$ cat config.mk
export PLATFORM = sky130hd
export DESIGN_NAME = srt_quotient_resolve
export DESIGN_NICKNAME = d
export VERILOG_FILES = /design/src/rtl/srt_quotient_resolve.sv
export SDC_FILE = /design/constraint.sdc
export NUM_CORES = 1
export LEC_CHECK = 0
export ABC_AREA = 1
export BUFFER_PORTS_ARGS = -buffer_cell sky130_fd_sc_hd__clkbuf_2
export CORE_UTILIZATION = 30
export CTS_BUF_LIST = sky130_fd_sc_hd__clkbuf_4 sky130_fd_sc_hd__clkbuf_8 sky130_fd_sc_hd__clkbuf_16
export CTS_CLUSTER_SIZE = 28
export DETAILED_ROUTE_END_ITERATION = 8
export SLEW_MARGIN = 15
export SYNTH_ARGS = -nofsm -noshare
export SYNTH_HDL_FRONTEND = slang
export SYNTH_SLANG_ARGS = --single-unit
$ cat constraint.sdc
create_clock -name clk -period 12.5 [get_ports clk]
set_input_delay 0 -clock clk [delete_from_list [all_inputs] [get_ports clk]]
set_output_delay 0 -clock clk [all_outputs]
set_load 0.02 [all_outputs]
$ cat src/rtl/srt_quotient_resolve.sv
// Quotient resolve stage for the radix-4 SRT divider: on-the-fly digit conversion, residual
// sign resolve, -1 ulp correction and sticky. Optional digit counter: FP_DIV_DIGIT_COUNT_CHECK_EN.
package fpu_types;
    typedef enum logic [2:0] {
        NEG_TWO = 3'b110,
        NEG_ONE = 3'b111,
        ZERO    = 3'b000,
        POS_ONE = 3'b001,
        POS_TWO = 3'b010
    } q_t;
endpackage

module srt_quotient_resolve
    import fpu_types::*;
#(
    parameter int WIDTH  = 32,
    parameter int DIGITS = 14
) (
    input  logic                  clk,
    input  logic                  rst,
    input  logic                  start,
    input  logic                  digit_valid,
    input  q_t                    q_digit,
    input  logic                  last_digit,
    input  logic [WIDTH-3:0]      wsum,
    input  logic [WIDTH-3:0]      wcarry,
    input  logic [WIDTH-4:0]      divisor,
    output logic                  busy,
    output logic                  result_valid,
    input  logic                  result_ready,
    output logic [2*DIGITS-1:0]   quotient,
    output logic                  remainder_nonzero,
    output logic                  digit_count_error
);

    localparam int QW = 2 * DIGITS;
    localparam int RW = WIDTH - 2;

    typedef enum logic [1:0] {IDLE, ACCUM, RESOLVE, DONE} state_t;

    state_t          state;
    logic [QW-1:0]   q_acc, qm_acc;
    logic [RW-1:0]   r_sum, r_carry;

    logic [2:0]      q_bits;
    logic            digit_neg, digit_pos;
    logic [1:0]      d_lo, dm_lo;
    logic [QW-1:0]   q_next, qm_next;
    logic [RW-1:0]   r_full, r_adj;
    logic            accept;

    assign accept = (state == ACCUM) && digit_valid;

    // The low two bits of q (mod 4) equal 4+q for negative digits, and q-1 (mod 4) equals
    // 3+q, so both accumulators append a fixed pattern and only the source register varies.
    // NOTE: every always_comb output is assigned unconditionally, so no latch can be inferred.
    always_comb begin
        q_bits    = q_digit;
        digit_neg = q_bits[2];
        digit_pos = !q_bits[2] && (q_bits[1:0] != 2'b00);
        d_lo      = q_bits[1:0];
        dm_lo     = q_bits[1:0] - 2'd1;
        q_next    = {(digit_neg ? qm_acc[QW-3:0] : q_acc[QW-3:0]), d_lo};
        qm_next   = {(digit_pos ? q_acc[QW-3:0]  : qm_acc[QW-3:0]), dm_lo};
        r_full    = r_sum + r_carry;
        r_adj     = r_full + {1'b0, divisor};
    end

    // NOTE: sequential state uses non-blocking assignments so every register samples pre-edge values.
    always_ff @(posedge clk or posedge rst) begin
        if (rst) begin
            state             <= IDLE;
            q_acc             <= '0;
            qm_acc            <= '1;
            r_sum             <= '0;
            r_carry           <= '0;
            busy              <= 1'b0;
            result_valid      <= 1'b0;
            quotient          <= '0;
            remainder_nonzero <= 1'b0;
        end else if (start) begin
            state        <= ACCUM;
            q_acc        <= '0;
            qm_acc       <= '1;
            busy         <= 1'b1;
            result_valid <= 1'b0;
        end else begin
            case (state)
                IDLE: ;
                ACCUM: begin
                    if (digit_valid) begin
                        q_acc  <= q_next;
                        qm_acc <= qm_next;
                        if (last_digit) begin
                            r_sum   <= wsum;
                            r_carry <= wcarry;
                            state   <= RESOLVE;
                        end
                    end
                end
                RESOLVE: begin
                    // A negative residual means the last digit overshot: take QM (Q - 1 ulp).
                    quotient          <= r_full[RW-1] ? qm_acc : q_acc;
                    remainder_nonzero <= r_full[RW-1] ? (r_adj != '0) : (r_full != '0);
                    result_valid      <= 1'b1;
                    state             <= DONE;
                end
                DONE: begin
                    if (result_ready) begin
                        result_valid <= 1'b0;
                        busy         <= 1'b0;
                        state        <= IDLE;
                    end
                end
                default: state <= IDLE;
            endcase
        end
    end

`ifdef FP_DIV_DIGIT_COUNT_CHECK_EN
    // One spare code above DIGITS so the counter can saturate at DIGITS+1.
    localparam int CW = $clog2(DIGITS + 2);
    logic [CW-1:0] digit_cnt;

    always_ff @(posedge clk or posedge rst) begin
        if (rst) begin
            digit_cnt         <= '0;
            digit_count_error <= 1'b0;
        end else if (start) begin
            digit_cnt         <= '0;
            digit_count_error <= 1'b0;
        end else if (accept) begin
            if (digit_cnt != CW'(DIGITS + 1))
                digit_cnt <= digit_cnt + 1'b1;
            if (last_digit)
                digit_count_error <= (({1'b0, digit_cnt} + (CW+1)'(1)) != (CW+1)'(DIGITS));
        end
    end
`else
    logic unused_accept;
    assign unused_accept     = accept;
    assign digit_count_error = 1'b0;
`endif

endmodule

* Word level (Yosys, flattened, before mapping)
Index checks and enable logic that the tools add are counted.
** Word-level totals
- Output and inout port bits :: 32
- Bits in registers :: 149
- Word-level logic and storage cells :: 56
- Input bits :: 98
** Operators by class
- Reduce and logical (&&, ||, !) cells :: 17
- Bitwise logic cells :: 1
- Add/subtract/negate cells :: 3
- Equality and inequality tests :: 6
- Mux-type cells :: 20
** Operators with widths (count)
- 28-bit two-way mux :: 7
- 30-bit nonzero test :: 2
- 26-bit two-way mux :: 2
- 30-bit by 29-bit adder with 30-bit output :: 1
- 30-bit adder :: 1
- 2-bit nonzero test :: 5
- 3-bit inequality test, second input constant :: 3
- 2-bit two-way mux :: 4
- 2-bit AND reduction :: 4
- 4-bit AND reduction :: 2
- 2-bit one-hot mux with 3 select lines :: 1
- 1-bit two-way mux :: 5
- 2-bit equality test, second input constant :: 2
- 4-bit nonzero test :: 1
- 3-bit nonzero test :: 1
- 2-bit by 1-bit equality test with 1-bit output, second input constant :: 1
- 1-bit one-hot mux with 2 select lines :: 1
- 2-bit by 1-bit subtractor with 2-bit output, second input constant :: 1
- 1-bit logical AND :: 1
- 1-bit logical NOT :: 1
- 1-bit NOT :: 1

* Logic depth before layout (Yosys ltp)
- Word-level depth :: 6
- Mapped depth :: 29
- Gate-level depth less buffers :: 29

* Least setup slack after synthesis
Ideal clock, no wire load.
- Kind :: register to register
- Start point :: register r_sum[0]
- End point :: register remainder_nonzero
- Path slack :: 9423 ps
- Setup time :: 117 ps
- Arrival time :: 2960 ps
- Buffers on the path :: 0
- Required time :: 12383 ps
- Cell stages (with the launch flop) :: 24
- Clock period less this slack :: 3077 ps
- Cell sequence :: dfrtp_1 > ha_1 > fa_1 > nand2_1 > nand3_1 > nand2_1 > nand2_1 > xor2_1 > inv_1 > ha_1 > nand2_1 > inv_1 > a21oi_1 > nor2_1 > nor2_1 > nand2_1 > nand2_1 > nand3b_1 > nand2_1 > nand2_1 > nor2_1 > nand3_1 > nand3_1 > nand2_1
** Between the ends
- Word-level cells in the longest chain between the ends :: 4
- Elaborated cells between the ends (all ways) :: 5
- Those cells by class :: 2 x add/sub; 1 x mux; 2 x reduce/logical
** Ends and longest elaborated chain
- start, declared :: line 43 : logic [RW-1:0] r_sum, r_carry;
- start signal, assigned :: line 95 : r_sum <= wsum;
- 30-bit adder * :: line 65 : r_full = r_sum + r_carry;
- 30-bit by 29-bit adder with 30-bit output :: line 66 : r_adj = r_full + {1'b0, divisor};
- 30-bit nonzero test :: line 104 : remainder_nonzero <= r_full[RW-1] ? (r_adj != '0) : (r_full != '0);
- 1-bit two-way mux * :: line 104
- end signal, assigned :: line 104
- end, declared :: line 32 : output logic remainder_nonzero,
Every way passes the cells marked *; elsewhere a longest branch is shown, timed or not.
A chain may end at the register's enable or synchronous reset.

* Worst setup path in the final report
Same ends and word-level chain as after synthesis.

==> results.toml <==
[status]
status = "finished, violations left"
failed_checks = "DRC"

[drt]
finalWirelength_mm = 33.34
first_pass_iters = 7
ant_nets = 0
first_iter_violations = 755
vias = 10550
post_drt_wl_per_cell_um = 14.99
drc = 12
viasPerCell = 4.742

[synth]
async_flop_share_pct = 100.0
syn_area_per_cell_um2 = 6.968
synth_edf_count = 0
ys_seq_area_share_pct = 34.45
ys_seq_elements = 149
yosysTopAreaCellShare_pct = 27.71
yosys-top-cells-area = "dfrtp_1 (28%), nand2_1 (15%), inv_1 (8.7%), ha_1 (6.8%), dfstp_2 (6.7%)"
synthesis.area_um2 = 10930
synth_cells = 1568
yosysWarnings = 0
synthesis.nets = 1727
synth.distinct_cells = 42
yosysTopAreaCell = "dfrtp_1"
synth-main-ff-cell = "dfrtp_1"

[timing]
fmax_mhz = 262.4
final_max_slew_viol_count = 0
finClkSkew_ps = 16.69
fin_crit_ps = 3812
finalSetupViolations = 0
relSlewSlack_pct = 20.15
final.setup.tns_ps = 0
worst_pin_slew_ps = 1196
hold_viol_final = 0
min_period_over_period_pct = 30.49
rsz0062_at_grt = "false"

[clocking]
tritoncts = "built"
cts_resized = 0
cts_buffers = 17
cts_buffer_depth = 2
clock-root-buffer = "clkbuf_16"
clock-sinks = 149
clk_latency_ps = 430
cts.clk_slew.worst_paths_ps = 70
cts_max_level = 4
post-cts-setup-buffers = 0

[finish]
area_growth_pct = 21.43
final_net_count = 1909
mostFrequentLayoutCell = "nand2_1"
layout-drive-gt1-share_pct = 16.51
mostFrequentLayoutCells = "nand2_1 (441), inv_1 (252), nor2_1 (181), clkbuf_2 (128), dfrtp_1 (121)"

[die]
ioPinCount = 130
core_area_um2 = 35740
rows = 69
die-width_um = 192.8
start_util_pct = 30.57
die_h_um = 192.8
dieArea_um2 = 37190

[grt]
first_global_vias = 10440
antenna_found_initial = 1
grt_usage_pct = 18.51
grt_pass1_wl_mm = 53.51
grt_max_degree = 98
grt_overflow = 0

[job]
max_cap_viol_count = 0

[worst_setup_path]
critPathCaptureType = "flop"
arrival_ps = 4120
required_ps = 12810
crit_path_start_kind = "flop"
rr_worst_depth = 23
critPathKind = "reg -> reg"
cp_max_fo = 4

[min_path]
hp-class = "in -> reg"
hold_depth = 5

[place]
gp_congestion = 0.9278
place_hpwl_mm = 24.91
port_buffers = 128
-- cells in the mapped netlist, types with 2 or more instances --
| library cell | n |
|---|---|
| and2_1 | 7 |
| fa_1 | 2 |
| dfrtp_1 | 121 |
| a21oi_1 | 96 |
| a22oi_1 | 24 |
| a21oi_2 | 2 |
| xor2_1 | 11 |
| buf_2 | 6 |
| mux2_2 | 56 |
| dfstp_2 | 28 |
| nand3_1 | 59 |
| nand2_2 | 7 |
| nand3b_1 | 17 |
| nand4_1 | 12 |
| inv_2 | 3 |
| mux2_1 | 4 |
| nor2_1 | 182 |
| nand3_2 | 4 |
| xnor2_1 | 2 |
| nand2_1 | 441 |
| o21ai_1 | 15 |
| o21ai_0 | 55 |
| buf_6 | 4 |
| buf_1 | 2 |
| ha_1 | 59 |
| clkbuf_1 | 23 |
| inv_1 | 253 |
| nor2_2 | 14 |
| buf_4 | 7 |
| o22ai_1 | 28 |
| or2_2 | 3 |
| o21bai_1 | 2 |
| a21boi_0 | 2 |
| nor3_1 | 9 |
-- metrics by stage --
step	cell area [um^2]	setup WS, ps	cells	hold WS [ps]	utilization (%)
2_1_floorplan	10930	8538	1568	59.35	-
3_3_place_gp	12010	8684	2124	168.4	33.59
3_5_place_dp	12010	8701	2124	170.4	33.59
4_1_cts	13260	8694	2224	9.066	37.11
5_1_grt	13260	8258	2224	65.41	37.11
6_report	13270	8688	2225	17.74	37.12
-- state kept, by name, indices dropped and copies added (netlist names) --
register,cells
quotient,28
qm_acc,28
q_acc,28
busy,1
result_valid,1
remainder_nonzero,1
r_carry,30
state,2
r_sum,30
-- worst paths after layout --
| kind | startpoint | slack [ps] | end |
|---|---|---|---|
| setup / recovery | r_sum[0] | 8690 | remainder_nonzero |
| max in group asynchronous | rst | 10940 | quotient[26] |
| min in group asynchronous | rst | 310 | r_carry[10] |
| hold / removal | last_digit | 20 | state[1] |
| setup reg to reg | r_sum[0] | 8690 | remainder_nonzero |
| hold reg to reg | quotient[24] | 490 | quotient[24] |
-- cell families (layout without fill, tap and decap cells) --
kind of cell	Yosys count	after routing	synth area share (%)
buffers and inverters	298	493	10.82
flip-flops	149	149	34.45
AND/OR/NAND/NOR	758	758	28.78
XOR/XNOR	13	13	1.042
adder cells (fa/ha/maj)	61	61	7.123
other	1	2	0.03432
multiplexers	60	60	6.184
AO/OA/AOI/OAI	228	228	11.57
-- per-layer routing --
layer	wire length, um	share of wire [%]	vias up	global-route usage [%]
met5	0	0	-	0
met4	833	2.5	0	6.239
met3	1504	4.5	50	2.673
met2	15300	46	247	30.14
met1	15710	47	4913	24.93
li1	-	-	5341	-
-- critical path, stage by stage, from the launching register on --
cell,delay (ps)
dfrtp_1,380
ha_1,260
fa_1,440
nand2_1,100
nand3_1,130
nand2_1,90
nand2_1,140
xor2_1,210
inv_1,80
ha_1,330
nand2_1,120
inv_1,50
a21oi_1,290
nand3_1,170
nand2_1,80
o21ai_0,80
nor2_1,100
nand2_1,60
nor2_1,170
nand2_1,80
nor2_1,80
nand3_1,90
nand3_1,90
nand2_1,50
-- area by class of cell --
cell class                      instances  area, um^2
Tap cell                              461       576.8
Inverter                              256       965.9
Clock buffer                           20       466.7
Fill cell                            3838       22480
Antenna cell                            1       2.502
Multi-Input combinational cell       1121        5992
Timing Repair Buffer                  205        1389
Sequential cell                       149        3764
Clock inverter                         12       110.1
-- timing repair --
action,4_1_cts,5_1_grt
hold endpoints to repair,147,0
hold buffers,68,0
setup endpoints to repair,0,0
Power is not shown: default switching activity piles up to over one toggle a cycle in this logic, so the estimate is an artifact.
